`config.mk`:
```
export PLATFORM = sky130hd
export DESIGN_NAME = viterbi_ber_monitor
export DESIGN_NICKNAME = d
export VERILOG_FILES = /design/src/rtl/viterbi_ber_monitor_pkg.sv /design/src/rtl/viterbi_ber_monitor_sat_counter.sv /design/src/rtl/viterbi_ber_monitor.sv
export SDC_FILE = /design/constraint.sdc
export NUM_CORES = 1
export LEC_CHECK = 0
export CORE_ASPECT_RATIO = 0.9
export CORE_MARGIN = 1.5
export CORE_UTILIZATION = 45
export CTS_BUF_LIST = sky130_fd_sc_hd__clkbuf_16
export DETAILED_ROUTE_END_ITERATION = 8
export PLACE_DENSITY = 0.65
export SYNTH_ARGS = -nofsm -noshare
export SYNTH_HDL_FRONTEND = slang
export SYNTH_SLANG_ARGS = --single-unit
```
`constraint.sdc`:
```
create_clock -name Clk -period 10.8 [get_ports Clk]
set_input_delay 1.08 -clock Clk [delete_from_list [all_inputs] [get_ports Clk]]
set_output_delay 1.08 -clock Clk [all_outputs]
set_load 0.02 [all_outputs]
```
`src/rtl/viterbi_ber_monitor_pkg.sv`:
```
// viterbi_ber_monitor_pkg: shared types and helpers for the Viterbi BER monitor.
package viterbi_ber_monitor_pkg;

    // Default width of the statistics counters
    localparam int CNT_W = 16;

    // Monitor FSM: hunting for the decoder latency, or measuring at it
    typedef enum logic {
        SEARCH = 1'b0,
        LOCKED = 1'b1
    } state_e;

    // Number of set bits in a 2-bit symbol difference (0..2)
    function automatic logic [1:0] popcount2(input logic [1:0] v);
        return {1'b0, v[1]} + {1'b0, v[0]};
    endfunction

endpackage

```
`src/rtl/viterbi_ber_monitor_sat_counter.sv`:
```
// ber_sat_counter: W-bit accumulator adding 0..3 per enabled cycle, sticking
// at all-ones instead of wrapping.
module ber_sat_counter
    import viterbi_ber_monitor_pkg::*;
#(
    parameter int W = CNT_W
) (
    input  logic         clk_i,
    input  logic         rst_i,
    input  logic         en_i,
    input  logic [1:0]   inc_i,
    output logic [W-1:0] cnt_o
);

    logic [W-1:0] cnt_q, cnt_d;
    logic [W:0]   sum;

    // One extra carry bit tells us the add would overflow; clamp in that case
    always_comb begin
        sum   = {1'b0, cnt_q} + {{(W-1){1'b0}}, inc_i};
        cnt_d = cnt_q;
        if (en_i) cnt_d = sum[W] ? '1 : sum[W-1:0];
    end

    // Counter register
    always_ff @(posedge clk_i) begin
        if (rst_i) cnt_q <= '0;
        else       cnt_q <= cnt_d;
    end

    assign cnt_o = cnt_q;

endmodule

```
`src/rtl/viterbi_ber_monitor.sv`:
```
// viterbi_ber_monitor: finds the decoder latency against a delay line of the
// encoder input, locks on it and accumulates symbol / bit-error statistics.
// Optional feature macro: VITERBI_BER_MON_FLAGS_EN (honour Error as erasure,
// build the FlagCnt counter).
module viterbi_ber_monitor
    import viterbi_ber_monitor_pkg::state_e, viterbi_ber_monitor_pkg::SEARCH,
           viterbi_ber_monitor_pkg::LOCKED, viterbi_ber_monitor_pkg::popcount2;
#(
    parameter  int DEPTH    = 16,
    parameter  int WIN      = 8,
    parameter  int LOSS_THR = 4,
    parameter  int CNT_W    = viterbi_ber_monitor_pkg::CNT_W,
    localparam int LAT_W    = $clog2(DEPTH)
) (
    input  logic             Clk,
    input  logic             Res,
    input  logic [1:0]       X,
    input  logic [2:0]       Out,
    input  logic             Error,
    output logic             Locked,
    output logic [LAT_W-1:0] Lat,
    output logic [CNT_W-1:0] SymCnt,
    output logic [CNT_W-1:0] BitErrs,
    output logic             Mismatch,
    output logic [CNT_W-1:0] FlagCnt
);

    localparam int FILL_W  = $clog2(DEPTH + 1);
    localparam int RUN_MAX = (WIN > LOSS_THR) ? WIN : LOSS_THR;
    localparam int RUN_W   = $clog2(RUN_MAX + 1);

    state_e                  state_q, state_d;
    logic [DEPTH-2:0][1:0]   dline_q;
    logic [DEPTH-1:0][1:0]   taps;
    logic [FILL_W-1:0]       fill_q;
    logic [LAT_W-1:0]        lat_q, lat_d, lat_nxt;
    logic [RUN_W-1:0]        run_q, run_d;
    logic                    mis_q, mis_d;
    logic                    valid, erase, hit;
    logic [1:0]              diff;
    logic                    sym_en, bit_en, flag_en;

    // Tap 0 is the live input, so candidate latency 0 needs no register
    assign taps    = {dline_q, X};
    assign valid   = fill_q > FILL_W'(lat_q);
    assign diff    = Out[1:0] ^ taps[lat_q];
    assign hit     = (diff == 2'b00);
    assign lat_nxt = (lat_q == LAT_W'(DEPTH - 1)) ? '0 : lat_q + 1'b1;

`ifdef VITERBI_BER_MON_FLAGS_EN
    assign erase = Error;
    logic unused_in;
    assign unused_in = Out[2];
`else
    assign erase = 1'b0;
    logic unused_in;
    assign unused_in = ^{Out[2], Error, flag_en};
`endif

    // Delay line of past X values and a saturating count of samples taken
    always_ff @(posedge Clk) begin
        if (Res) begin
            dline_q <= '0;
            fill_q  <= '0;
        end else begin
            dline_q <= taps[DEPTH-2:0];
            if (fill_q != FILL_W'(DEPTH)) fill_q <= fill_q + 1'b1;
        end
    end

    // FSM state, latency candidate, run counter and mismatch pulse registers
    always_ff @(posedge Clk) begin
        if (Res) begin
            state_q <= SEARCH;
            lat_q   <= '0;
            run_q   <= '0;
            mis_q   <= 1'b0;
        end else begin
            state_q <= state_d;
            lat_q   <= lat_d;
            run_q   <= run_d;
            mis_q   <= mis_d;
        end
    end

    // Next state: run counts matches while searching, mismatches while locked
    always_comb begin
        state_d = state_q;
        lat_d   = lat_q;
        run_d   = run_q;
        if (valid) begin
            if (state_q == SEARCH) begin
                if (erase || !hit) begin
                    run_d = '0;
                    lat_d = lat_nxt;
                end else if (run_q == RUN_W'(WIN - 1)) begin
                    state_d = LOCKED;
                    run_d   = '0;
                end else begin
                    run_d = run_q + 1'b1;
                end
            end else if (!erase) begin
                if (hit) begin
                    run_d = '0;
                end else if (run_q == RUN_W'(LOSS_THR - 1)) begin
                    state_d = SEARCH;
                    lat_d   = lat_nxt;
                    run_d   = '0;
                end else begin
                    run_d = run_q + 1'b1;
                end
            end
        end
    end

    // Outputs: statistics only move while locked; erasures skip comparison
    always_comb begin
        Locked  = (state_q == LOCKED);
        sym_en  = 1'b0;
        bit_en  = 1'b0;
        flag_en = 1'b0;
        mis_d   = 1'b0;
        if (valid && state_q == LOCKED) begin
            if (erase) begin
                flag_en = 1'b1;
            end else begin
                sym_en = 1'b1;
                bit_en = !hit;
                mis_d  = !hit;
            end
        end
    end

    assign Lat      = lat_q;
    assign Mismatch = mis_q;

    ber_sat_counter #(.W(CNT_W)) u_sym_cnt (
        .clk_i (Clk), .rst_i (Res), .en_i (sym_en), .inc_i (2'd1), .cnt_o (SymCnt)
    );

    ber_sat_counter #(.W(CNT_W)) u_bit_errs (
        .clk_i (Clk), .rst_i (Res), .en_i (bit_en), .inc_i (popcount2(diff)), .cnt_o (BitErrs)
    );

`ifdef VITERBI_BER_MON_FLAGS_EN
    ber_sat_counter #(.W(CNT_W)) u_flag_cnt (
        .clk_i (Clk), .rst_i (Res), .en_i (flag_en), .inc_i (2'd1), .cnt_o (FlagCnt)
    );
`else
    assign FlagCnt = '0;
`endif

endmodule

```
# [After elaboration in Yosys (flattened, before gate mapping)]
# Cells that the tools add are included.
[op_classes] addsub=6 order_cmp=2 eq_ne=5 n_mux=21 n_bitwise=2 reduce_logical=4
[ops] operator="$mux W4" count=10
[ops] operator="$mux W16" count=2
[ops] operator="$add A16 B1 Y17 const B" count=1
[ops] operator="$add A16 B2 Y17" count=1
[ops] operator="$add A4 B1 Y4 const B" count=2
[ops] operator="$bmux W2 S4" count=1
[ops] operator="$mux W1" count=7
[ops] operator="$add A5 B1 Y5 const B" count=1
[ops] operator="$gt A5 B4 Y1" count=1
[ops] operator="$lt A4 B5 Y1 const B" count=1
[ops] operator="$ne A5 B5 Y1 const B" count=1
[ops] operator="$eq A4 B2 Y1 const B" count=1
[ops] operator="$eq A4 B3 Y1 const B" count=1
[ops] operator="$eq A4 B4 Y1 const B" count=1
[ops] operator="$reduce_and A3 Y1" count=1
[ops] operator="$add A1 B1 Y2" count=1
[ops] operator="$logic_not A2 Y1" count=1
[ops] operator="$mux W2" count=1
[ops] operator="$ne A2 B1 Y1 const B" count=1
[ops] operator="$xor A2 B2 Y2" count=1
[ops] operator="$logic_and A1 B1 Y1" count=1
[ops] operator="$logic_not A1 Y1" count=1
[ops] operator="$not A1 Y1" count=1
[word_totals] register_bits=77 inputBits=8 out_inout_bits=54 wordCells=62

# [Logic depth before layout (Yosys ltp)]
# Gate-level depths: netlist (run 1).
[logic_depth] depth_word=6 mapped_depth=15 mapped_depth_nobuf=13

# [Cells and area by module]
# Synthesis (run 1) repeated with hierarchy kept, for this count alone.
[unflattened] hier_cells=392 area_unflattened_um2=3896.2
[by_module_without_submodules] mod="viterbi_ber_monitor" n_inst=1 cells_each=214 area_each_um2=2250.9 seq_area_each_um2=900.9
[by_module_without_submodules] mod="ber_sat_counter (u_sym_cnt)" n_inst=1 cells_each=89 area_each_um2=853.3 seq_area_each_um2=320.3
[by_module_without_submodules] mod="ber_sat_counter (u_bit_errs)" n_inst=1 cells_each=89 area_each_um2=792.0 seq_area_each_um2=320.3

# [Worst setup path after synthesis (run 1)]
# OpenSTA, ideal clock, no wires.
[synth_timing] path_kind="input port to flip-flop" startpoint="in X[0]" endpoint="reg u_bit_errs.cnt_q[12] (netlist: u_bit_errs.cnt_o[12])" setup_time_ps=91 t_arrival_ps=4048 required_time_ps=10709 path_slack_ps=6661 stages=13 n_path_buf=0 cell_sequence="mux4_1 > mux2i_1 > mux2_4 > xnor2_4 > inv_4 > fa_1 > inv_1 > ha_1 > nand3_1 > or3b_2 > a311oi_4 > a31oi_1 > a311oi_1"
[synth_via] elab_chain_len=6 elab_cells_between_ends=9 classes_between="2 x add/sub; 4 x mux; 1 x bitwise; 2 x reduce/logical"
[synth_rtl] element="start: declaration" line="viterbi_ber_monitor.sv:17" rtl="input logic [1:0] X,"
[synth_rtl] element="$bmux W2 S4 (*)" line="viterbi_ber_monitor.sv:46" rtl="assign diff = Out[1:0] ^ taps[lat_q];"
[synth_rtl] element="$mux W2 (not written as such) (*)" line="viterbi_ber_monitor.sv:46"
[synth_rtl] element="$xor A2 B2 Y2 (*)" line="viterbi_ber_monitor.sv:46"
[synth_rtl] element="$add A1 B1 Y2 or $logic_not A2 Y1 (tied branches)" line="viterbi_ber_monitor_pkg.sv:15, viterbi_ber_monitor.sv:47"
[synth_rtl] element="$add A16 B2 Y17 or $logic_not A1 Y1 (tied branches)" line="viterbi_ber_monitor_sat_counter.sv:20, viterbi_ber_monitor.sv:128"
[synth_rtl] element="$mux W16 or $mux W1 (tied branches)"
[synth_rtl] element="end signal: assignment" line="viterbi_ber_monitor_sat_counter.sv:28" rtl="else cnt_q <= cnt_d;"
[synth_rtl] element="end: declaration" line="viterbi_ber_monitor_sat_counter.sv:15" rtl="logic [W-1:0] cnt_q, cnt_d;"
# Mark *: on every way between the ends. The rest lies on a longest branch, timed or not. The select of a mux whose other input is x is not followed.
# A chain may end at the register's enable or synchronous reset.

# [Worst setup path in the final report (run 1)]
[layout_timing] startpoint="in X[0]" endpoint="reg u_bit_errs.cnt_q[9] (netlist: u_bit_errs.cnt_o[9])"
# The elaborated chain is that of the path after synthesis.

==> impl_metrics.json, run 1 <==
{
  "overflow": 0,
  "worst_setup_path_end_kind": "register",
  "rrSetupSlack_ns": 6.26,
  "first_pass_iters": 5,
  "synth_seq_cells": 77,
  "finalCritPeriodShare_pct": 42.9,
  "yosysWarnings": 0,
  "yosysSeqAreaShare_pct": 40.6,
  "hold_viol": 0,
  "worstPathMaxFanout": 10,
  "worstPathRequired_ns": 11.00,
  "final.setup.tns_ns": 0,
  "drt_iter0_drc": 149,
  "cts_root_buffer": "clkbuf_16",
  "period_needed_ns": 4.64,
  "gr-usage-all-layers_pct": 18.1,
  "drc": 0,
  "synth_cells": 410,
  "gp_congestion": 0.787,
  "worst-setup-path-type": "input port to register",
  "grt_setup_unrepaired": "no",
  "nFillCells": 737,
  "most-common-layout-cells": "77 x dfxtp_1, 42 x clkdlybuf4s50_1, 34 x nor2b_1",
  "ant_nets": 0,
  "fin_nets": 464,
  "htree_levels": 3,
  "cts.sinks": 77,
  "min_path_type": "register to register",
  "via_count": 2933,
  "dpl_cell_area_sq_um": 4190,
  "max_slew_margin_pct": 30.9,
  "synth_area_sq_um": 3790,
  "routed_wl_um": 7590,
  "powerDensity_nw_per_um2": 160,
  "synth-edff-count": 0,
  "startpoint_type": "input port",
  "area_delta_synth_final_pct": 17.1,
  "synth_cell_types": 49,
  "grt_pass1_vias": 2797,
  "syn_avg_cell_area_sq_um": 9.25,
  "post_cts_buffers": 0,
  "cp.arrival_ns": 4.84,
  "ios": 62,
  "finish.instance_area_sq_um": 4440,
  "path_clk_slew_ns": 0.05,
  "antenna_found_initial": 0,
  "cts_buffers": 9,
  "max-vdd-ir-drop_uv": 84.2,
  "maxCapViolations": 0,
  "pre_cts_slack_ns": 5.86,
  "wl_per_cell_um": 13.8,
  "placementRows": 31,
  "drive_gt1_share_pct": 6.68,
  "initial_core_util_pct": 46.8,
  "port_buffers": 43,
  "power_w": 0.000712,
  "clk_latency_ns": 0.33,
  "fmax_ghz": 0.216,
  "leakagePower_nw": 1.68,
  "finalMaxSlewViolations": 0,
  "fin_ws_ns": 6.16,
  "via_per_inst": 5.35,
  "dieArea_sq_um": 8990,
  "hold_buffers": 0,
  "skew_ns": 0.00693,
  "hpwl_um": 5110,
  "cts_resized": 0,
  "finalSetupViolCount": 0,
  "die_h_um": 90.1,
  "ys_async_sr_fraction_pct": 0,
  "status": "finished clean",
  "antennaDiodeCount": 0,
  "final_common_cell": "dfxtp_1",
  "clock_tree.buffer_depth": 2,
  "grt_max_degree": 88,
  "cts_tree": "yes",
  "dieWidth_um": 99.8,
  "yosys_most_used_dff": "dfxtp_1",
  "fp.coreArea_sq_um": 8110,
  "max_slew.worst_pin.slew_ns": 1.03,
  "grt_pass1_wl_um": 13200
}
## flip-flops by register name, indices dropped and copies added (netlist names)
signal and cells:
Mismatch 1, run_q 4, u_sym_cnt.cnt_o 16, Locked 1, fill_q 5, dline_q 30
Lat 4, u_bit_errs.cnt_o 16
## final timing paths
path | from | cells past startpoint | endpoint
worst max-delay path | X[0] | 14 | u_bit_errs.cnt_o[9]$_SDFFE_PP0P_
worst min-delay path | dline_q[4]$_SDFF_PP0_ | 1 | dline_q[6]$_SDFF_PP0_
worst min register to register | dline_q[4]$_SDFF_PP0_ | 1 | dline_q[6]$_SDFF_PP0_
worst max register to register | Lat[1]$_SDFFE_PP0P_ | 13 | u_bit_errs.cnt_o[9]$_SDFFE_PP0P_
## per-stage QoR
stage | hold slack (ns) | utilization [%] | cells
3_3_place_gp | 0.440 | 51.6 | 533
5_1_grt | 0.473 | 54.8 | 548
6_report | 0.454 | 54.8 | 548
2_1_floorplan | 0.429 | - | 425
4_1_cts | 0.462 | 54.8 | 548
3_5_place_dp | 0.450 | 51.6 | 533
## final cells by class
type | count | area (sq um) | area share, %
flip-flops and latches | 77 | 1540 | 34.7
inverters | 18 | 70.1 | 1.58
clock inverters | 6 | 31.3 | 0.704
repair buffers | 44 | 433 | 9.75
well taps | 99 | 124 | 2.79
clock buffers | 9 | 225 | 5.07
multi-input cells | 295 | 2020 | 45.4
## logic make-up after synthesis
kind of cell	synth area share (%)
AO/OA/AOI/OAI	13.7
adder cells (fa/ha/maj)	3.83
multiplexers	8.51
buffers and inverters	7.68
other	0.0988
XOR/XNOR	4.42
AND/OR/NAND/NOR	21.1
flip-flops	40.6
## cells in the mapped netlist (2+ instances only)
cell type / count / area (sq um)
mux2_2: 2 / 22.5
a22oi_1: 4 / 30.0
dfxtp_1: 77 / 1540
a211oi_1: 5 / 37.5
o21ai_0: 6 / 30.0
a311oi_4: 2 / 52.6
inv_1: 17 / 63.8
a21o_2: 2 / 17.5
nor2b_1: 34 / 213
a41o_2: 2 / 22.5
mux4_1: 4 / 105
buf_2: 3 / 15.0
a311oi_1: 3 / 26.3
and4_1: 2 / 17.5
nand3_1: 29 / 145
nand4_1: 5 / 31.3
buf_4: 17 / 128
a21oi_1: 24 / 120
and3_2: 3 / 22.5
mux2i_1: 18 / 180
nor3_1: 6 / 30.0
and2_1: 2 / 12.5
nand2_1: 19 / 71.3
a21o_1: 2 / 15.0
buf_6: 3 / 33.8
nor2_1: 31 / 116
clkbuf_1: 12 / 45.0
a31oi_1: 11 / 68.8
ha_1: 10 / 125
a211o_1: 4 / 35.0
nor4_1: 2 / 12.5
xor2_1: 9 / 78.8
o211ai_1: 3 / 22.5
and3_1: 14 / 87.6
nand2b_1: 3 / 18.8
xnor2_1: 7 / 61.3
## power breakdown
group | internal [W] | switching [W]
logic | 0.0000575 | 0.0000837
clock network | 0.000151 | 0.000109
registers | 0.000291 | 0.0000187
total | 0.000500 | 0.000212
## routing by layer
layer | global-route usage, % | vias up | routed length (um)
li1 | - | 1490 | -
met1 | 24.4 | 1374 | 3780
met2 | 27.6 | 60 | 3390
met3 | 4.35 | 9 | 285
met4 | 7.86 | 0 | 128
met5 | 0 | - | 0
## critical path, cell delays in order
cell and delay, ns:
clkdlybuf4s50_1 0.42, mux4_1 0.49, mux2i_1 0.14, mux2_4 0.20
xnor2_4 0.14, inv_4 0.11, fa_1 0.38, inv_1 0.08
ha_1 0.19, nand3_1 0.15, or3b_2 0.53, a311oi_4 0.52
nand2_2 0.23, o311ai_0 0.18
Power figures use the tool's default switching activity.
==> run 2: changes to the inputs <==
--- a/config.mk
+++ b/config.mk
@@ -10,7 +10,7 @@
 export CORE_UTILIZATION = 45
 export CTS_BUF_LIST = sky130_fd_sc_hd__clkbuf_16
 export DETAILED_ROUTE_END_ITERATION = 8
-export PLACE_DENSITY = 0.65
+export PLACE_DENSITY = 0.68
 export SYNTH_ARGS = -nofsm -noshare
 export SYNTH_HDL_FRONTEND = slang
 export SYNTH_SLANG_ARGS = --single-unit
==> constraint.sdc (replaced) <==
create_clock -name Clk -period 4 [get_ports Clk]
set_input_delay 0.4 -clock Clk [delete_from_list [all_inputs] [get_ports Clk]]
set_output_delay 0.4 -clock Clk [all_outputs]
set_load 0.02 [all_outputs]
==> impl_metrics.json, run 2 (synthesis gave the netlist of run 1 again) <==
{
  "status": "finished clean",
  "cts_root_buffer": "clkbuf_16",
  "cts.sinks": 77,
  "maxCapViolations": 0,
  "final.setup.tns_ns": 0,
  "hold_buffers": 0,
  "clk_latency_ns": 0.33,
  "antennaDiodeCount": 0,
  "worstPathRequired_ns": 4.21,
  "via_count": 3003,
  "overflow": 0,
  "clock_tree.buffer_depth": 2,
  "regArea_sq_um": 1540,
  "gr-usage-all-layers_pct": 17.5,
  "fp.coreArea_sq_um": 8110,
  "powerDensity_nw_per_um2": 443,
  "grt_pass1_vias": 2769,
  "worst_setup_path_end_kind": "register",
  "instances_no_fill": 557,
  "htree_levels": 3,
  "fin_nets": 472,
  "cp.arrival_ns": 3.90,
  "drc": 0,
  "largest_reg_flops": 30,
  "cts_tree": "yes",
  "antenna_found_initial": 0,
  "first_pass_iters": 4,
  "die_h_um": 90.1,
  "path_clk_slew_ns": 0.06,
  "worst-setup-path-type": "register to register",
  "p_switching_w": 0.000623,
  "period_needed_ns": 3.69,
  "gp_congestion": 0.772,
  "dieWidth_um": 99.8,
  "ant_nets": 0,
  "drt_iter0_drc": 123,
  "ios": 62,
  "final_common_cell": "dfxtp_1",
  "placementRows": 31,
  "rr_worst_depth": 14,
  "via_per_inst": 5.39,
  "grt_pass1_wl_um": 12800,
  "grt_max_degree": 50,
  "port_buffers": 43,
  "wl_per_cell_um": 13.7,
  "skew_ns": 0.00626,
  "power_frac_seq_pct": 40.8,
  "most-common-layout-cells": "76 x dfxtp_1, 42 x clkdlybuf4s50_1, 34 x nor2b_1",
  "leakagePower_nw": 1.73,
  "routed_wl_um": 7640,
  "nFillCells": 730,
  "p_clk_share_pct": 38.3,
  "finalMaxSlewViolations": 0,
  "swShare_pct": 31.0,
  "startpoint_type": "register",
  "area_delta_synth_final_pct": 19.5,
  "hpwl_um": 5290,
  "max_slew.worst_pin.slew_ns": 0.871,
  "max_slew_margin_pct": 41.9,
  "dieArea_sq_um": 8990,
  "power_frac_comb_pct": 20.9,
  "finalCritPeriodShare_pct": 92.1,
  "finalSetupViolCount": 0,
  "drive_gt1_share_pct": 9.39,
  "dp.cells": 541,
  "regMostFlops": "dline_q",
  "multi_input_area_sq_um": 2020,
  "initial_core_util_pct": 46.8,
  "max-vdd-ir-drop_uv": 256,
  "cts_buffers": 9,
  "grt_setup_unrepaired": "no",
  "min_path_cells": 1,
  "worstPathMaxFanout": 8,
  "hold_viol": 0,
  "fmax_ghz": 0.271,
  "min_path_type": "register to register",
  "intPower_w": 0.00139
}
-- run 2: changes by cell type in the layout (fill, tap and decap cells not counted), sizes merged --
cell	before	now
buf	2	10
clkinv	4	1
clkinvlp	2	3
inv	18	21
-- run 2: per-stage QoR --
stage          util (%)  power [W]  instance area [sq um]  hold WS, ns  setup slack [ns]
2_1_floorplan         -    0.00117                   3850        0.429             0.228
3_3_place_gp       52.4    0.00124                   4250        0.444            0.0388
3_5_place_dp       52.4    0.00125                   4250        0.453          -0.00867
4_1_cts            55.9    0.00202                   4530        0.461             0.148
5_1_grt            55.9    0.00211                   4530        0.478            0.0553
6_report           55.9    0.00201                   4530        0.459             0.315
-- run 2: metal layers --
metal,vias up,GRT usage [%],wire length [um]
li1,1510,-,-
met1,1419,22.9,3680
met2,65,28.1,3550
met3,9,4.43,322
met4,0,5.75,90
met5,-,0,0
-- run 2: repair_timing --
action                     CTS  global route
setup buffers                0             0
setup endpoints to repair    0             7
gates resized for setup      0             2
-- run 2: power groups by stage --
stage / clock (W) / sequential, W / combinational [W]
floorplan: 0 / 0.000830 / 0.000343
global placement: 0 / 0.000833 / 0.000403
detailed placement: 0 / 0.000834 / 0.000417
CTS: 0.000785 / 0.000818 / 0.000421
global route: 0.000821 / 0.000823 / 0.000466
finish: 0.000770 / 0.000820 / 0.000420
-- run 2: final cells by class --
class | count | area share [%]
Clock buffer | 9 | 4.97
Sequential cell | 77 | 34.0
Timing Repair Buffer | 52 | 11.0
Inverter | 18 | 1.55
Multi-Input combinational cell | 295 | 44.5
Tap cell | 99 | 2.73
Clock inverter | 7 | 1.27
-- run 2: worst paths after layout --
check                                            start                          endpoint  slack (ns)
worst min register to register  dline_q[19]$_SDFF_PP0_            dline_q[21]$_SDFF_PP0_        0.46
worst min-delay path            dline_q[19]$_SDFF_PP0_            dline_q[21]$_SDFF_PP0_        0.46
worst max-delay path               Lat[1]$_SDFFE_PP0P_  u_bit_errs.cnt_o[9]$_SDFFE_PP0P_        0.31
worst max register to register     Lat[1]$_SDFFE_PP0P_  u_bit_errs.cnt_o[9]$_SDFFE_PP0P_        0.31
-- run 2: critical path, stage by stage (launching register included) --
cell and delay, ns:
dfxtp_2 0.41, mux4_1 0.58, mux2i_1 0.15, mux2_4 0.20
xnor2_4 0.14, inv_4 0.05, fa_1 0.36, inv_1 0.09
ha_1 0.18, nand3_1 0.10, or3b_2 0.51, a311oi_4 0.35
buf_4 0.20, nand2_2 0.12, o311ai_0 0.14
==> run 3: changes to the inputs <==
--- a/config.mk
+++ b/config.mk
@@ -5,6 +5,7 @@
 export SDC_FILE = /design/constraint.sdc
 export NUM_CORES = 1
 export LEC_CHECK = 0
+export CAP_MARGIN = 0
 export CORE_ASPECT_RATIO = 0.9
 export CORE_MARGIN = 1.5
 export CORE_UTILIZATION = 45
==> results of run 3 <==
No change in the layout: final DEF, timing and power equal those of run 2.
==> variant, RTL diff (settings of run 3) <==
Set the package constant `CNT_W` to 32 (it was 16).
--- a/src/rtl/viterbi_ber_monitor_pkg.sv
+++ b/src/rtl/viterbi_ber_monitor_pkg.sv
@@ -2,7 +2,7 @@
 package viterbi_ber_monitor_pkg;
 
     // Default width of the statistics counters
-    localparam int CNT_W = 16;
+    localparam int CNT_W = 32;
 
     // Monitor FSM: hunting for the decoder latency, or measuring at it
     typedef enum logic {
Ports: changed (resized BitErrs, FlagCnt and SymCnt); port bits go from 62 to 110. No check against the original RTL was run, so the function may have changed too.
==> variant against run 3 <==
Clock skew is essentially flat. Routed wire length up 65%. Sequential cell count grew 32. Final area grew 49%. Worst setup slack got worse by 0.10 ns. Critical path depth is 2 higher. Power up 30%. Synthesized area grew 45%. Critical endpoint is now u_bit_errs.cnt_o[26]$_SDFFE_PP0P_. Largest cell class unchanged. Highest routed layer unchanged.
==> variant: results (changes against run 3) <==
| Metric | Value |
|---|---|
| Vias in the first global route | 4,284 (+55%) |
| Placed cell areas | 6355 µm² (+50%) |
| Seq/Total Area, Yosys | 39.54% (-1.1 points) |
| Nets@finish | 703 (+49%) |
| GPL Wtd Cong | 0.8133 (+5.3%) |
| Met1 Use GR | 25.20% (+2.3 points) |
| CTS max path bufs | 2 (unchanged) |
| Leak | 2.283 nW (+32%) |
| Synth warnings | 0 (unchanged) |
| Worst-path clk slew | 0.07 ns |
| Peak supply drop | 0.2896 mV (+13%) |
| I/O Buffers | 75 (+74%) |
| Antenna diodes | 0 (unchanged) |
| Yosys cell types | 65 (+33%) |
| Share of flip-flops with an asynchronous set or reset | 0% (unchanged) |
| GRT met3 Usage | 3.903% (-0.53 points) |
| Met2 global-route usage | 32.39% (+4.3 points) |
| Highest Signal Layer | met4 |
| Met3 Wirelength | 447 µm (+39%) |
| Vias | 4,606 (+53%) |
| Global-route wire length before repair | 20.50 mm (+60%) |
| Measured slew at the worst slew-check pin | 1.151 ns (+0.2803 ns) |
| Clock Skews | 0.006265 ns (+0.000007630 ns) |
| Area contributors post-synth | dfxtp_1 40%, a21oi_1 5.2%, buf_4 4.5% |
| Crit-path max FO | 11 (+3) |
| M1 WL | 5.939 mm (+62%) |
| WL/cell | 14.84 µm (+8.2%) |
| Crit-path leading delay family | simple AND/OR/NAND/NOR gates |
| Largest net degree at the start of global routing | 61 (+22%) |
| Slowest cell on crit path | mux4_2 |
| Metal2 WL | 6.038 mm (+70%) |
| Run status | complete, no violations |
| Crit-path max cell delay | 0.49 ns (-0.09 ns) |
| Antenna viol nets, final | 0 (unchanged) |
| DP HPWL | 8.805 mm (+66%) |
| Share of layout cells above drive strength 1 | 10.03% (+0.64 points) |
| Drt first-iter violations | 260 (+110%) |
| Synth top cells by count | 109 x dfxtp_1, 57 x a21oi_1, 36 x nor2b_1 |
| All-Layer GR Usage | 19.23% (+1.7 points) |
[variant: cell types whose count changed after synthesis, moves of 10 or more]
| cell | run 3 | this run |
|---|---|---|
| a21oi_1 | 24 | 57 |
| and4_1 | 2 | 18 |
| buf_4 | 17 | 33 |
| clkbuf_1 | 12 | 23 |
| dfxtp_1 | 77 | 109 |
| nand2_1 | 19 | 33 |
| nor3_1 | 6 | 25 |
| xnor2_1 | 7 | 19 |
| xor2_1 | 9 | 19 |
[variant: worst paths after layout]
path,startpoint,end,slack (ns),depth (start not counted)
setup reg to reg,Lat[1]$_SDFFE_PP0P_,u_bit_errs.cnt_o[26]$_SDFFE_PP0P_,0.21,16
hold reg to reg,dline_q[14]$_SDFF_PP0_,dline_q[16]$_SDFF_PP0_,0.46,1
hold / removal,dline_q[14]$_SDFF_PP0_,dline_q[16]$_SDFF_PP0_,0.46,1
setup / recovery,Lat[1]$_SDFFE_PP0P_,u_bit_errs.cnt_o[26]$_SDFFE_PP0P_,0.21,16
[variant: logic make-up (layout without fill, tap and decap cells)]
group / Yosys count / count (layout) / synth area share, %
AOI/OAI and AO/OA: 109 / 109 / 12.49
xor gates and xnor gates: 40 / 40 / 6.620
adders and majority gates: 11 / 11 / 2.630
buffers and inverters: 77 / 124 / 7.934
DFF: 109 / 109 / 39.54
muxes: 25 / 25 / 5.464
other: 1 / 32 / 0.06795
and+or+nand+nor: 238 / 238 / 25.26
[variant: final cells by class]
class | instances | area (µm²)
sequential | 109 | 2185
tap | 160 | 200.2
inverter | 13 | 48.80
fill | 1086 | 5290
clock buffer | 9 | 225.2
clock inverter | 6 | 103.9
timing repair buffer | 96 | 933.4
multi-input combinational | 455 | 3043
[variant: power breakdown]
| part | internal [mW] | total [mW] | switching, mW |
|---|---|---|---|
| clock network | 0.604 | 0.989 | 0.385 |
| logic | 0.204 | 0.492 | 0.289 |
| registers | 1.10 | 1.13 | 0.0297 |
| total | 1.91 | 2.61 | 0.704 |
[variant: through the flow]
| step | worst slack (ns) | TNS, ns | cells | hold WS (ns) | power [mW] |
|---|---|---|---|---|---|
| 5_1_grt | 0.003825 | 0 | 848 | 0.4778 | 2.731 |
| 4_1_cts | 0.03272 | 0 | 847 | 0.4665 | 2.618 |
| 2_1_floorplan | 0.02223 | 0 | 641 | 0.4374 | 1.539 |
| 6_report | 0.2144 | 0 | 848 | 0.4645 | 2.615 |
| 3_5_place_dp | -0.1887 | -1.509 | 832 | 0.4581 | 1.629 |
| 3_3_place_gp | -0.05928 | -0.4506 | 832 | 0.4453 | 1.612 |
[variant: what timing repair did]
action	CTS	global route
gates resized for setup	0	6
setup endpoints to repair	0	10
hold buffers	0	0
